### src/rtl/booth_sched_pkg.sv
// Shared types and default sizing for the booth multiplier scheduler.
package booth_sched_pkg;

    typedef enum logic [1:0] {
        IDLE = 2'd0,
        LOAD = 2'd1,
        RUN  = 2'd2,
        RESP = 2'd3
    } state_t;

    localparam int DEFAULT_N_REQ   = 4;
    localparam int DEFAULT_WIDTH   = 4;
    localparam int DEFAULT_MUL_LAT = 4;

endpackage

### src/rtl/booth_mult_sched_if.sv
// Requester, response and multiplier-side signals of the booth multiplier scheduler.
interface booth_mult_sched_if
    import booth_sched_pkg::*;
#(
    parameter int N_REQ = DEFAULT_N_REQ,
    parameter int WIDTH = DEFAULT_WIDTH
);
    localparam int ID_W = $clog2(N_REQ);

    logic [N_REQ-1:0]       req_valid;
    logic [N_REQ*WIDTH-1:0] req_m;
    logic [N_REQ*WIDTH-1:0] req_q;
    logic [N_REQ-1:0]       req_ready;
    logic                   rsp_valid;
    logic [ID_W-1:0]        rsp_id;
    logic [2*WIDTH-1:0]     rsp_p;
    logic                   rsp_ready;
    logic                   busy;
    logic                   mul_load;
    logic [WIDTH-1:0]       mul_m;
    logic [WIDTH-1:0]       mul_q;
    logic [2*WIDTH-1:0]     mul_p;

    // Requester fabric, consumer and multiplier taken together.
    modport master (
        output req_valid, req_m, req_q, rsp_ready, mul_p,
        input  req_ready, rsp_valid, rsp_id, rsp_p, busy, mul_load, mul_m, mul_q
    );

    modport slave (
        input  req_valid, req_m, req_q, rsp_ready, mul_p,
        output req_ready, rsp_valid, rsp_id, rsp_p, busy, mul_load, mul_m, mul_q
    );

endinterface

### src/rtl/booth_mult_sched_rr_arbiter.sv
// Combinational round-robin arbiter: first set request at or above ptr, wrapping.
module rr_arbiter #(
    parameter int N_REQ = 4,
    parameter int ID_W  = $clog2(N_REQ)
) (
    input  logic [N_REQ-1:0] req,
    input  logic [ID_W-1:0]  ptr,
    input  logic             en,
    output logic [N_REQ-1:0] grant,
    output logic [ID_W-1:0]  grant_id
);

    always_comb begin
        logic found;
        int   idx;
        // NOTE: every output gets a default first so no path leaves it unassigned (no latch).
        grant    = '0;
        grant_id = '0;
        found    = 1'b0;
        idx      = 0;
        for (int k = 0; k < N_REQ; k++) begin
            idx = int'(ptr) + k;
            if (idx >= N_REQ) idx = idx - N_REQ;
            if (!found && req[idx]) begin
                found    = 1'b1;
                grant_id = ID_W'(idx);
            end
        end
        if (found && en) grant[grant_id] = 1'b1;
    end

endmodule

### src/rtl/booth_mult_sched.sv
// Round-robin scheduler sharing one booth multiplier among N_REQ requesters.
module booth_mult_sched
    import booth_sched_pkg::*;
#(
    parameter int N_REQ   = DEFAULT_N_REQ,
    parameter int WIDTH   = DEFAULT_WIDTH,
    parameter int MUL_LAT = DEFAULT_MUL_LAT
) (
    input logic clk,
    input logic reset,
    booth_mult_sched_if.slave bus
);

    localparam int ID_W  = $clog2(N_REQ);
    localparam int CNT_W = $clog2(MUL_LAT + 1);

    state_t           state;
    logic [ID_W-1:0]  rr_ptr;
    logic [CNT_W-1:0] cnt;
    logic [N_REQ-1:0] grant;
    logic [ID_W-1:0]  grant_id;

    // Grant is suppressed while reset is held so req_ready reads 0 asynchronously too.
    rr_arbiter #(.N_REQ(N_REQ), .ID_W(ID_W)) u_arb (
        .req      (bus.req_valid),
        .ptr      (rr_ptr),
        .en       ((state == IDLE) && !reset),
        .grant    (grant),
        .grant_id (grant_id)
    );

    assign bus.req_ready = grant;

    // NOTE: sequential state uses non-blocking assignments so every register sees pre-edge values.
    always_ff @(posedge clk or posedge reset) begin
        if (reset) begin
            state         <= IDLE;
            rr_ptr        <= '0;
            cnt           <= '0;
            bus.mul_load  <= 1'b0;
            bus.mul_m     <= '0;
            bus.mul_q     <= '0;
            bus.rsp_valid <= 1'b0;
            bus.rsp_id    <= '0;
            bus.rsp_p     <= '0;
            bus.busy      <= 1'b0;
        end else begin
            case (state)
                IDLE: begin
                    if (|grant) begin
                        bus.mul_m    <= bus.req_m[grant_id*WIDTH +: WIDTH];
                        bus.mul_q    <= bus.req_q[grant_id*WIDTH +: WIDTH];
                        bus.rsp_id   <= grant_id;
                        bus.mul_load <= 1'b1;
                        bus.busy     <= 1'b1;
                        state        <= LOAD;
                    end
                end
                LOAD: begin
                    bus.mul_load <= 1'b0;
                    cnt          <= CNT_W'(MUL_LAT);
                    state        <= RUN;
                end
                RUN: begin
                    cnt <= cnt - CNT_W'(1);
                    if (cnt == CNT_W'(1)) begin
                        bus.rsp_p     <= bus.mul_p;
                        bus.rsp_valid <= 1'b1;
                        state         <= RESP;
                    end
                end
                RESP: begin
                    if (bus.rsp_ready) begin
                        bus.rsp_valid <= 1'b0;
                        bus.busy      <= 1'b0;
                        rr_ptr        <= (bus.rsp_id == ID_W'(N_REQ - 1)) ? '0
                                                                          : bus.rsp_id + ID_W'(1);
                        state         <= IDLE;
                    end
                end
                default: state <= IDLE;
            endcase
        end
    end

endmodule
### src/flat_wrapper.sv
// flat-port wrapper written by rule: the top's interface ports become plain ports
module booth_mult_sched_flat import booth_sched_pkg::*;
#(
    parameter int N_REQ   = DEFAULT_N_REQ,
    parameter int WIDTH   = DEFAULT_WIDTH,
    parameter int MUL_LAT = DEFAULT_MUL_LAT
)
  (clk, reset, bus_req_valid, bus_req_m, bus_req_q, bus_rsp_ready, bus_mul_p, bus_req_ready, bus_rsp_valid, bus_rsp_id, bus_rsp_p, bus_busy, bus_mul_load, bus_mul_m, bus_mul_q);
  booth_mult_sched_if #(.N_REQ(N_REQ), .WIDTH(WIDTH)) bus_i ();
  input logic clk;
  input logic reset;
  input wire logic [$bits(bus_i.req_valid)-1:0] bus_req_valid;
  input wire logic [$bits(bus_i.req_m)-1:0] bus_req_m;
  input wire logic [$bits(bus_i.req_q)-1:0] bus_req_q;
  input wire logic [$bits(bus_i.rsp_ready)-1:0] bus_rsp_ready;
  input wire logic [$bits(bus_i.mul_p)-1:0] bus_mul_p;
  output wire logic [$bits(bus_i.req_ready)-1:0] bus_req_ready;
  output wire logic [$bits(bus_i.rsp_valid)-1:0] bus_rsp_valid;
  output wire logic [$bits(bus_i.rsp_id)-1:0] bus_rsp_id;
  output wire logic [$bits(bus_i.rsp_p)-1:0] bus_rsp_p;
  output wire logic [$bits(bus_i.busy)-1:0] bus_busy;
  output wire logic [$bits(bus_i.mul_load)-1:0] bus_mul_load;
  output wire logic [$bits(bus_i.mul_m)-1:0] bus_mul_m;
  output wire logic [$bits(bus_i.mul_q)-1:0] bus_mul_q;
  assign bus_i.req_valid = bus_req_valid;
  assign bus_i.req_m = bus_req_m;
  assign bus_i.req_q = bus_req_q;
  assign bus_i.rsp_ready = bus_rsp_ready;
  assign bus_i.mul_p = bus_mul_p;
  assign bus_req_ready = bus_i.req_ready;
  assign bus_rsp_valid = bus_i.rsp_valid;
  assign bus_rsp_id = bus_i.rsp_id;
  assign bus_rsp_p = bus_i.rsp_p;
  assign bus_busy = bus_i.busy;
  assign bus_mul_load = bus_i.mul_load;
  assign bus_mul_m = bus_i.mul_m;
  assign bus_mul_q = bus_i.mul_q;
  booth_mult_sched #(.N_REQ(N_REQ), .WIDTH(WIDTH), .MUL_LAT(MUL_LAT)) u_core (.clk(clk), .reset(reset), .bus(bus_i));
endmodule
### config.mk
export PLATFORM = sky130hd
export DESIGN_NAME = booth_mult_sched_flat
export DESIGN_NICKNAME = d
export VERILOG_FILES = /design/src/rtl/booth_sched_pkg.sv /design/src/rtl/booth_mult_sched_if.sv /design/src/rtl/booth_mult_sched_rr_arbiter.sv /design/src/rtl/booth_mult_sched.sv /design/src/flat_wrapper.sv
export SDC_FILE = /design/constraint.sdc
export NUM_CORES = 1
export LEC_CHECK = 0
export ABC_AREA = 1
export ABC_CLOCK_PERIOD_IN_PS = 3190
export BUFFER_PORTS_ARGS = -buffer_cell sky130_fd_sc_hd__buf_2
export CELL_PAD_IN_SITES_DETAIL_PLACEMENT = 0
export CELL_PAD_IN_SITES_GLOBAL_PLACEMENT = 2
export CORE_ASPECT_RATIO = 0.9
export CORE_MARGIN = 1
export CORE_UTILIZATION = 24
export DETAILED_ROUTE_END_ITERATION = 6
export GPL_TIMING_DRIVEN = 0
export PLACE_DENSITY = 0.8
export SYNTH_ARGS = -nofsm -noshare
export SYNTH_HDL_FRONTEND = slang
export SYNTH_SLANG_ARGS = --single-unit
### constraint.sdc
create_clock -name clk -period 3.19 [get_ports clk]
set_input_delay 0.957 -clock clk [delete_from_list [all_inputs] [get_ports clk]]
set_output_delay 0.957 -clock clk [all_outputs]
set_load 0.005 [all_outputs]
Word-level counts from Yosys, hierarchy flattened
Index checks and enable logic that the tools add are counted.

Register bits: 28. Bits of input ports: 47. Output and inout bits: 25. Word-level logic and storage cells: 101.

Add/sub/neg operators: 9. $lt $le $gt $ge: 10. Eq/ne operators: 8. Shift-type cells: 2. Multiplexer cells: 39. Reductions and logical operators: 23.

Operators with widths (count): $lt A32 B4 Y1 const B (4); $mux W32 (4); $shiftx A16 B5 Y4 (2); $mux W1 (16); $mux W2 (8); $sub A3 B3 Y4 const B (3); $ge A3 B3 Y1 const B (3); $reduce_and A3 Y1 (3); $bmux W1 S2 (4); $pmux W2 S4 (1); $reduce_and A2 Y1 (4); $reduce_bool A2 Y1 (4); $add A2 B2 Y3 const B (2); $eq A2 B2 Y1 const B (3); $logic_and A1 B1 Y1 (6); $pmux W1 S2 (3); $pmux W3 S2 (1); $logic_not A1 Y1 (4); $mux W4 (1); $ne A2 B2 Y1 const B (2); $reduce_or A4 Y1 (1); $sub A2 B3 Y4 const B (1); $add A2 B1 Y3 const B (1); $eq A3 B1 Y1 const B (1); 9 further kinds (9).

Logic depth before layout (Yosys ltp)
Gate-level depths: netlist of the first run.

Depth in word-level cells: 23. Mapped depth: 16. Depth with buffers taken out: 15.

By module
A second synthesis of the first run with hierarchy kept.

Cell total of the unflattened synthesis: 308. Area, all modules: 1959.4 µm².

Modules (own cells, without submodules): booth_mult_sched (instances 1, cells an instance 234, area an instance 1625.3 µm², sequential area each 700.7 µm²); rr_arbiter (instances 1, cells an instance 74, area an instance 334.1 µm², sequential area each 0.0 µm²).

Worst setup path before layout of the first run
No wires, ideal clock.

Path kind: input-to-output. Start: input port reset. End: output port bus_req_ready[2]. Arrival time: 2.306 ns. Required time: 2.233 ns. Slack: -0.073 ns. Cell stages on the path: 4. Path buffers: 1. Cell sequence: inv_1 nand3_2 clkbuf_1 nor3_1.

Cells in the longest elaborated chain, start to end: 4.

Ends and longest elaborated chain: from (decl) (RTL line flat_wrapper.sv:11) `input logic reset;`; $logic_not A1 Y1 (RTL line booth_mult_sched.sv:27) `.en ((state == IDLE) && !reset),`; $logic_and A1 B1 Y1 (RTL line booth_mult_sched.sv:27); $logic_and A1 B1 Y1 (RTL line booth_mult_sched_rr_arbiter.sv:29) `if (found && en) grant[grant_id] = 1'b1;`; $mux W4 (RTL line booth_mult_sched_rr_arbiter.sv:29); to (decl) (RTL line flat_wrapper.sv:17) `output wire logic [$bits(bus_i.req_ready)-1:0] bus_req_ready;`.

No other way between the ends.

Worst setup path after layout of the first run
Start: input port bus_req_valid[1]. End: output port bus_req_ready[2].

Cells in the longest elaborated chain, start to end: 18. Elaborated cells between the ends (all ways): 33. Those cells by class: order compare (2); mux (23); reduce/logical (8).

Ends and longest elaborated chain: from (decl) (RTL line flat_wrapper.sv:12) `input wire logic [$bits(bus_i.req_valid)-1:0] bus_req_valid;`; $bmux W1 S2 (RTL line booth_mult_sched_rr_arbiter.sv:24) `if (!found && req[idx]) begin`; $mux W1 (not written as such) (2 in series) (RTL line booth_mult_sched_rr_arbiter.sv:24); $mux W1 (RTL line booth_mult_sched_rr_arbiter.sv:24); $logic_not A1 Y1 (RTL line booth_mult_sched_rr_arbiter.sv:24); $logic_and A1 B1 Y1 (RTL line booth_mult_sched_rr_arbiter.sv:24); $mux W1 (RTL line booth_mult_sched_rr_arbiter.sv:24); $logic_not A1 Y1 (RTL line booth_mult_sched_rr_arbiter.sv:24); $logic_and A1 B1 Y1 (RTL line booth_mult_sched_rr_arbiter.sv:24); $mux W1 (RTL line booth_mult_sched_rr_arbiter.sv:24); $logic_not A1 Y1 (RTL line booth_mult_sched_rr_arbiter.sv:24); $logic_and A1 B1 Y1 (RTL line booth_mult_sched_rr_arbiter.sv:24); $mux W2 (RTL line booth_mult_sched_rr_arbiter.sv:24); $lt A2 B3 Y1 (not written as such) / $ge A2 B1 Y1 (equally long branches) (RTL line booth_mult_sched_rr_arbiter.sv:29); $logic_and A1 B1 Y1 (not written as such) (RTL line booth_mult_sched_rr_arbiter.sv:29); $mux W1 (not written as such) (RTL line booth_mult_sched_rr_arbiter.sv:29); $demux W1 S2 (RTL line booth_mult_sched_rr_arbiter.sv:29); $mux W4 * (RTL line booth_mult_sched_rr_arbiter.sv:29).

Mark *: on every way between the ends. The rest lies on a longest branch, timed or not. The select of a mux whose other input is x is not followed.

==> out/metrics.json, run 1 <==
{
  "run_status": {"value": "completed"},
  "critical_path.reg2reg.endpoint": {"value": "u_core.bus.mul_m[0]$_DFFE_PP0P_"},
  "worst_setup_path_end_kind": {"value": "output port"},
  "critical_path.cell_chain": {"value": "buf_6 > inv_2 > nand2_2 > nand2_4 > o21ai_4 > nand3b_1 > nand3_4 > clkbuf_16 > nor3_4 > buf_2"},
  "holdBufCountCts": {"value": 0},
  "groute.usage.overall": {"value": 12.7, "unit": "%"},
  "drv_slew": {"value": 0},
  "tns": {"value": 0, "unit": "ps"},
  "gp_routability_congestion": {"value": 0.701},
  "dieHeight": {"value": 86.7, "unit": "µm"},
  "synth.top_cells.by_area": {"value": "dfrtp_1 (37%), nand2_1 (23%), nand3_1 (5.5%), ha_1 (5.2%), nand2_2 (5.2%)"},
  "dr_total_vias": {"value": 1896},
  "antenna-diode-count": {"value": 0},
  "grt_antenna_before_repair": {"value": 0},
  "crit_slowest_cell": {"value": "clkbuf_16"},
  "number_of_enable_type_register_cells_in_the_synthesized_netlist": {"value": 0},
  "finalSetupViolations": {"value": 0},
  "clk_pin_slew_worst_paths": {"value": 100, "unit": "ps"},
  "syn_area_per_cell": {"value": 7.35, "unit": "µm²"},
  "hp-class": {"value": "reg -> reg"},
  "drt-initial-drc-count": {"value": 35},
  "post_layout_nonfiller_instances": {"value": 439},
  "ffs_w_async_s_r_synth": {"value": 100, "unit": "%"},
  "power.static_leakage": {"value": 1.47, "unit": "nW"},
  "remaining_drc_errors": {"value": 0},
  "layout-drive-gt1-share": {"value": 46.4, "unit": "%"},
  "dominantRegCellSynth": {"value": "dfrtp_1"},
  "synth-seq-cells": {"value": 28},
  "post_drt_via_cell_ratio": {"value": 4.32},
  "utilization": {"value": 35.6, "unit": "%"},
  "number_of_nets_in_the_final_layout": {"value": 399},
  "timing.slew.headroom": {"value": 54.5, "unit": "%"},
  "ys.warnings.count": {"value": 0},
  "io-pin-count": {"value": 72},
  "fin_crit_sh": {"value": 97.3, "unit": "%"},
  "syn_nets": {"value": 315},
  "detailed_place_hpwl": {"value": 3.96, "unit": "mm"},
  "max_freq": {"value": 0.322, "unit": "GHz"},
  "crit-reg2reg-launch": {"value": "u_core.rr_ptr[1]$_DFFE_PP0P_"},
  "ant_nets": {"value": 0},
  "cts_htree_levels": {"value": 1},
  "clock_tree_from_tritoncts": {"value": "done"},
  "design.die.area": {"value": 8330, "unit": "µm²"},
  "floorplan.initialDensity": {"value": 25.1, "unit": "%"},
  "report.power.total": {"value": 3.09, "unit": "mW"},
  "yosysTopAreaCell": {"value": "dfrtp_1"},
  "cpPeakStageDelay": {"value": 190, "unit": "ps"},
  "post_dp_cell_area": {"value": 2390, "unit": "µm²"},
  "synth.top_cell.area_share": {"value": 36.6, "unit": "%"},
  "cp.required": {"value": 2230, "unit": "ps"},
  "worst-r2r-cell-count": {"value": 14},
  "cts_max_path_buffers": {"value": 2},
  "fp-row-count": {"value": 30},
  "total_grt_overflow": {"value": 0},
  "synth_seq_area_share": {"value": 36.6, "unit": "%"},
  "hold_slack": {"value": 488, "unit": "ps"},
  "cap_violations": {"value": 0},
  "pd_cells": {"value": 1140, "unit": "nW/µm²"},
  "synth_area": {"value": 1910, "unit": "µm²"},
  "die_x": {"value": 96.1, "unit": "µm"},
  "layout_setup_ws": {"value": 87.4, "unit": "ps"},
  "pin_count_of_the_biggest_net_entering_global_routing": {"value": 17},
  "placeableCoreArea": {"value": 7620, "unit": "µm²"},
  "tritoncts_buffers": {"value": 3},
  "critPathLaunchType": {"value": "input port"},
  "postLayoutCellArea": {"value": 2710, "unit": "µm²"},
  "numClockSinks": {"value": 28},
  "routed_wire_length_per_instance": {"value": 12.0, "unit": "µm"},
  "drt_first_pass_iters": {"value": 4},
  "timing.critical_path.fanout_max": {"value": 3},
  "criticalPathCategory": {"value": "in -> out"},
  "drt_wl_total": {"value": 5.26, "unit": "mm"},
  "preCtsSetupSlack": {"value": -510, "unit": "ps"},
  "skew": {"value": 3.72, "unit": "ps"},
  "worst_ep_arrival_time": {"value": 2150, "unit": "ps"},
  "final_hold_viol_count": {"value": 0},
  "syn2layout_area_growth": {"value": 42.0, "unit": "%"},
  "tightestPinTransition": {"value": 679, "unit": "ps"},
  "worst_hold_startpoint": {"value": "u_core.bus.mul_m[0]$_DFFE_PP0P_"},
  "grt_pass1_vias": {"value": 1912},
  "reg2reg_slack": {"value": 1120, "unit": "ps"},
  "grt_setup_unrepaired": {"value": "false"},
  "fillers": {"value": 819},
  "synthCells": {"value": 260},
  "post-place-cells": {"value": 427},
  "timing.hold.worst_path_depth": {"value": 2},
  "irDropWorstVdd": {"value": 0.393, "unit": "mV"},
  "grt_pass1_wl": {"value": 8.41, "unit": "mm"},
  "insertion_delay_to_the_later_sink_of_the_worst_skew_pair": {"value": 270, "unit": "ps"},
  "io_buffer_count": {"value": 71},
  "ctsRootBufferMaster": {"value": "clkbuf_8"},
  "whs_endpoint": {"value": "u_core.bus.mul_m[0]$_DFFE_PP0P_"},
  "netlist-cell-type-count": {"value": 30},
  "period_minus_slack": {"value": 3100, "unit": "ps"}
}
synthesized netlist by cell type, types with 2 or more instances:
library cell and n:
a21oi_1 2, buf_2 2, buf_6 2, dfrtp_1 28
ha_1 8, inv_1 16, inv_2 3, mux2_2 8
nand2_1 115, nand2_2 16, nand2_4 3, nand3_1 21
nand3_2 3, nor2_1 8, nor2_4 2, nor3_1 2
o21ai_0 6, o21ai_1 2, o21ai_2 2
final cells by class:
| type | instances | area, µm² | share of cell area, % |
|---|---|---|---|
| multi-input combinational | 206 | 1230 | 45.2 |
| timing repair inverter | 1 | 5.00 | 0.184 |
| inverter | 20 | 88.8 | 3.27 |
| tap | 96 | 120 | 4.43 |
| clock buffer | 3 | 41.3 | 1.52 |
| timing repair buffer | 80 | 452 | 16.6 |
| sequential | 28 | 702 | 25.9 |
| clock inverter | 1 | 30.0 | 1.11 |
| buffer | 4 | 48.8 | 1.80 |
per-layer routing:
layer | part of all wire [%] | track usage (%) | up-vias
li1 | - | - | 990
met5 | 0 | 0 | -
met1 | 46 | 16.5 | 861
met2 | 47 | 22.1 | 41
met3 | 5.9 | 2.54 | 4
met4 | 0.57 | 2.04 | 0
logic make-up (layout without fill, tap and decap cells):
logic type	count (synthesis)	in the layout	share of synthesized area [%]
AO/OA/AOI/OAI	16	16	5.11
multiplexers	8	8	4.71
buffers and inverters	26	109	6.22
AND/OR/NAND/NOR	174	174	42.1
adder cells (fa/ha/maj)	8	8	5.24
flip-flops	28	28	36.6
state kept, by name (all words and copies together), names as in the netlist:
name and flops:
u_core.bus.rsp_id 2, u_core.bus.mul_m 4, u_core.state 2, u_core.bus.rsp_valid 1
u_core.bus.mul_load 1, u_core.bus.mul_q 4, u_core.rr_ptr 2, u_core.bus.busy 1
u_core.bus.rsp_p 8, u_core.cnt 3
worst max-delay path, delay by kind of cell:
kind	cells	cell delay, ps
AND/OR/NAND/NOR	5	610
AO/OA/AOI/OAI	1	150
buffers and inverters	4	430
power breakdown:
part	leakage, nW	switching, mW	total [mW]	internal (mW)
clock	0.0357	0.110	0.278	0.168
sequential	0.342	0.110	0.634	0.524
combinational	1.09	1.31	2.18	0.872
total	1.47	1.53	3.09	1.56
worst max path at each step:
stage / slack, ps / endpoint / from / cells after the start
after CTS: 4 / bus_req_ready[1] / bus_req_valid[2] / 13
final: 90 / bus_req_ready[2] / bus_req_valid[1] / 10
after global routing: 3 / bus_req_ready[1] / bus_req_valid[3] / 13
after global placement: -550 / bus_req_ready[1] / reset / 7
after detailed placement: -510 / bus_req_ready[1] / reset / 7
after floorplan: 180 / bus_req_ready[1] / reset / 5
cells in the final DEF (no fill, tap or decap), types with 3 or more instances in the layout:
| cell type | n |
|---|---|
| buf_6 | 6 |
| o21ai_0 | 6 |
| inv_1 | 10 |
| buf_2 | 68 |
| clkbuf_8 | 3 |
| nand3_1 | 19 |
| nand2_2 | 25 |
| nor2_2 | 5 |
| ha_1 | 8 |
| inv_2 | 7 |
| nand2_1 | 102 |
| nor2_1 | 4 |
| nand3_4 | 3 |
| nand2_4 | 6 |
| dfrtp_1 | 27 |
| nand3_2 | 3 |
| buf_4 | 9 |
| mux2_2 | 8 |
what timing repair did:
item | in CTS | in global routing
setup endpoints to repair | 4 | 4
setup buffers | 7 | 2
endpoints found under the hold margin | 0 | 0
gates resized for setup | 20 | 31
pin swaps | 7 | 17
cloned | 1 | 0
(Power assumes the default switching activity.)
==> run 2: changes to the inputs <==
--- a/config.mk
+++ b/config.mk
@@ -15,7 +15,7 @@
 export CORE_UTILIZATION = 24
 export DETAILED_ROUTE_END_ITERATION = 6
 export GPL_TIMING_DRIVEN = 0
-export PLACE_DENSITY = 0.8
+export PLACE_DENSITY_LB_ADDON = 0.25
 export SYNTH_ARGS = -nofsm -noshare
 export SYNTH_HDL_FRONTEND = slang
 export SYNTH_SLANG_ARGS = --single-unit
==> run 2 against run 1 <==
Combinational power increased by 6%. Fmax rose by 0.73%. Sequential share of layout area decreased by 0.58 points. Cell count grew 1.6%. Setup slack improved by 23 ps. First-iteration DRC count is 89% higher. Clock skew is 1.2 ps higher. Clock-buffer cell count rose by 1. Wire length shrank 0.49%. Clock power down 19%. Register-to-register slack worse by 100 ps. Critical path type unchanged. Critical endpoint unchanged.
==> out/metrics.json, run 2 (same netlist as run 1, synthesis figures left out) <==
{
  "grt_pass1_wl": {"value": 8.54, "unit": "mm"},
  "seq_area": {"value": 702, "unit": "µm²"},
  "groute.usage.overall": {"value": 12.9, "unit": "%"},
  "largest_registers": {"value": "u_core.bus.rsp_p (8), u_core.bus.mul_m (4), u_core.bus.mul_q (4)"},
  "hold_slack": {"value": 483, "unit": "ps"},
  "timing.critical_path.fanout_max": {"value": 4},
  "largest_reg_flops": {"value": 8},
  "detailroute.wirelength.met2": {"value": 2.50, "unit": "mm"},
  "syn2layout_area_growth": {"value": 45.2, "unit": "%"},
  "antenna-diode-count": {"value": 0},
  "largest_register": {"value": "u_core.bus.rsp_p"},
  "preCtsSetupSlack": {"value": -596, "unit": "ps"},
  "ctsRootBufferMaster": {"value": "clkbuf_8"},
  "dr_total_vias": {"value": 1895},
  "worst_ep_arrival_time": {"value": 2120, "unit": "ps"},
  "io_buffer_count": {"value": 71},
  "max_freq": {"value": 0.325, "unit": "GHz"},
  "wl_met1": {"value": 2.51, "unit": "mm"},
  "tritoncts_buffers": {"value": 3},
  "footprint_of_the_multi_input_gates": {"value": 1240, "unit": "µm²"},
  "drv_slew": {"value": 0},
  "fillers": {"value": 833},
  "die_x": {"value": 96.1, "unit": "µm"},
  "cp.required": {"value": 2230, "unit": "ps"},
  "utilization": {"value": 36.4, "unit": "%"},
  "layout.cells.most_common": {"value": "nand2_1"},
  "layout-drive-gt1-share": {"value": 46.3, "unit": "%"},
  "pd_cells": {"value": 1140, "unit": "nW/µm²"},
  "dieHeight": {"value": 86.7, "unit": "µm"},
  "final_cell_mix": {"value": "nand2_1 (105), buf_2 (68), dfrtp_1 (27)"},
  "finalSetupViolations": {"value": 0},
  "fin_crit_sh": {"value": 96.6, "unit": "%"},
  "grt_antenna_before_repair": {"value": 0},
  "pin_count_of_the_biggest_net_entering_global_routing": {"value": 16},
  "routed_wire_length_per_instance": {"value": 11.7, "unit": "µm"},
  "reg2reg_slack": {"value": 1020, "unit": "ps"},
  "power.static_leakage": {"value": 1.49, "unit": "nW"},
  "run_status": {"value": "completed"},
  "cts_max_path_buffers": {"value": 2},
  "gp_routability_congestion": {"value": 0.732},
  "io-pin-count": {"value": 72},
  "final_hold_viol_count": {"value": 0},
  "layout_setup_ws": {"value": 110, "unit": "ps"},
  "insertion_delay_to_the_later_sink_of_the_worst_skew_pair": {"value": 270, "unit": "ps"},
  "number_of_nets_in_the_final_layout": {"value": 406},
  "placeableCoreArea": {"value": 7620, "unit": "µm²"},
  "timing.slew.headroom": {"value": 54.9, "unit": "%"},
  "cts_htree_levels": {"value": 1},
  "hp-class": {"value": "reg -> reg"},
  "criticalPathCategory": {"value": "in -> out"},
  "numClockSinks": {"value": 28},
  "total_grt_overflow": {"value": 0},
  "post_drt_via_cell_ratio": {"value": 4.25},
  "critPathLaunchType": {"value": "input port"},
  "post-place-cells": {"value": 427},
  "tightestPinTransition": {"value": 672, "unit": "ps"},
  "cap_violations": {"value": 0},
  "remaining_drc_errors": {"value": 0},
  "routed.top_layer": {"value": "met4"},
  "period_minus_slack": {"value": 3080, "unit": "ps"},
  "holdBufCountCts": {"value": 0},
  "met3_length": {"value": 199, "unit": "µm"},
  "drt_wl_total": {"value": 5.24, "unit": "mm"},
  "clk_pin_slew_worst_paths": {"value": 100, "unit": "ps"},
  "irDropWorstVdd": {"value": 0.321, "unit": "mV"},
  "design.die.area": {"value": 8330, "unit": "µm²"},
  "worst_setup_path_end_kind": {"value": "output port"},
  "clock_tree_from_tritoncts": {"value": "done"},
  "detailed_place_hpwl": {"value": 3.89, "unit": "mm"},
  "grt_pass1_vias": {"value": 1854},
  "floorplan.initialDensity": {"value": 25.1, "unit": "%"},
  "drt-initial-drc-count": {"value": 66},
  "drt_first_pass_iters": {"value": 4},
  "ant_nets": {"value": 0},
  "skew": {"value": 4.88, "unit": "ps"},
  "fp-row-count": {"value": 30},
  "report.power.total": {"value": 3.17, "unit": "mW"},
  "post_layout_nonfiller_instances": {"value": 446}
}
==> run 2: report_power, final <==
| group | total [mW] | internal [mW] | switching (mW) |
|---|---|---|---|
| sequential | 0.629 | 0.523 | 0.106 |
| combinational | 2.32 | 0.945 | 1.37 |
| clock | 0.224 | 0.111 | 0.113 |
==> run 2: path summary, 6_finish.rpt <==
path / to / cells past startpoint / from
max: bus_req_ready[2] / 11 / bus_req_valid[3]
min: u_core.bus.mul_m[2]$_DFFE_PP0P_ / 2 / u_core.bus.mul_m[2]$_DFFE_PP0P_
max reg2reg: u_core.bus.mul_m[2]$_DFFE_PP0P_ / 17 / u_core.rr_ptr[0]$_DFFE_PP0P_
min reg2reg: u_core.bus.mul_m[2]$_DFFE_PP0P_ / 2 / u_core.bus.mul_m[2]$_DFFE_PP0P_
max in group asynchronous: u_core.bus.mul_load$_DFFE_PP0P_ / 2 / reset
min in group asynchronous: u_core.bus.rsp_p[6]$_DFFE_PP0P_ / 2 / reset
==> run 2: critical path, cell delays in order <==
cell and delay, ps:
buf_6 90, inv_2 60, nand2_4 60, nand3_4 80, nand2_4 80, nor2_4 160, nand3_4 120, nor2_4 140
nor3_4 70, nor3_4 170, buf_2 130
==> run 2: area by class of cell <==
class | count | area share [%]
plain buffers | 4 | 1.40
repair inverters | 1 | 0.180
multi-input cells | 206 | 44.7
clock buffers | 4 | 1.98
flip-flops and latches | 28 | 25.3
inverters | 20 | 3.65
well taps | 96 | 4.33
repair buffers | 87 | 18.4
==> run 2: per-layer routing <==
metal / up-vias / GRT usage [%]
li1: 1003 / -
met1: 857 / 17.0
met2: 33 / 22.8
met3: 2 / 1.93
met4: 0 / 1.90
met5: - / 0
==> run 2: repair_timing <==
action | 4_1_cts | 5_1_grt
buffers inserted | 11 | 5
hold endpoints to repair | 0 | 0
setup endpoints to repair | 4 | 4
pin swaps | 13 | 22
resized for setup | 30 | 33
cloned | 1 | 0
==> run 2: stage by stage <==
stage	instance area, µm²	setup TNS [ps]
after floorplan	1920	0
after global placement	2390	-1890
after detailed placement	2390	-1850
after CTS	2640	0
after global routing	2780	-8.06
final	2780	0
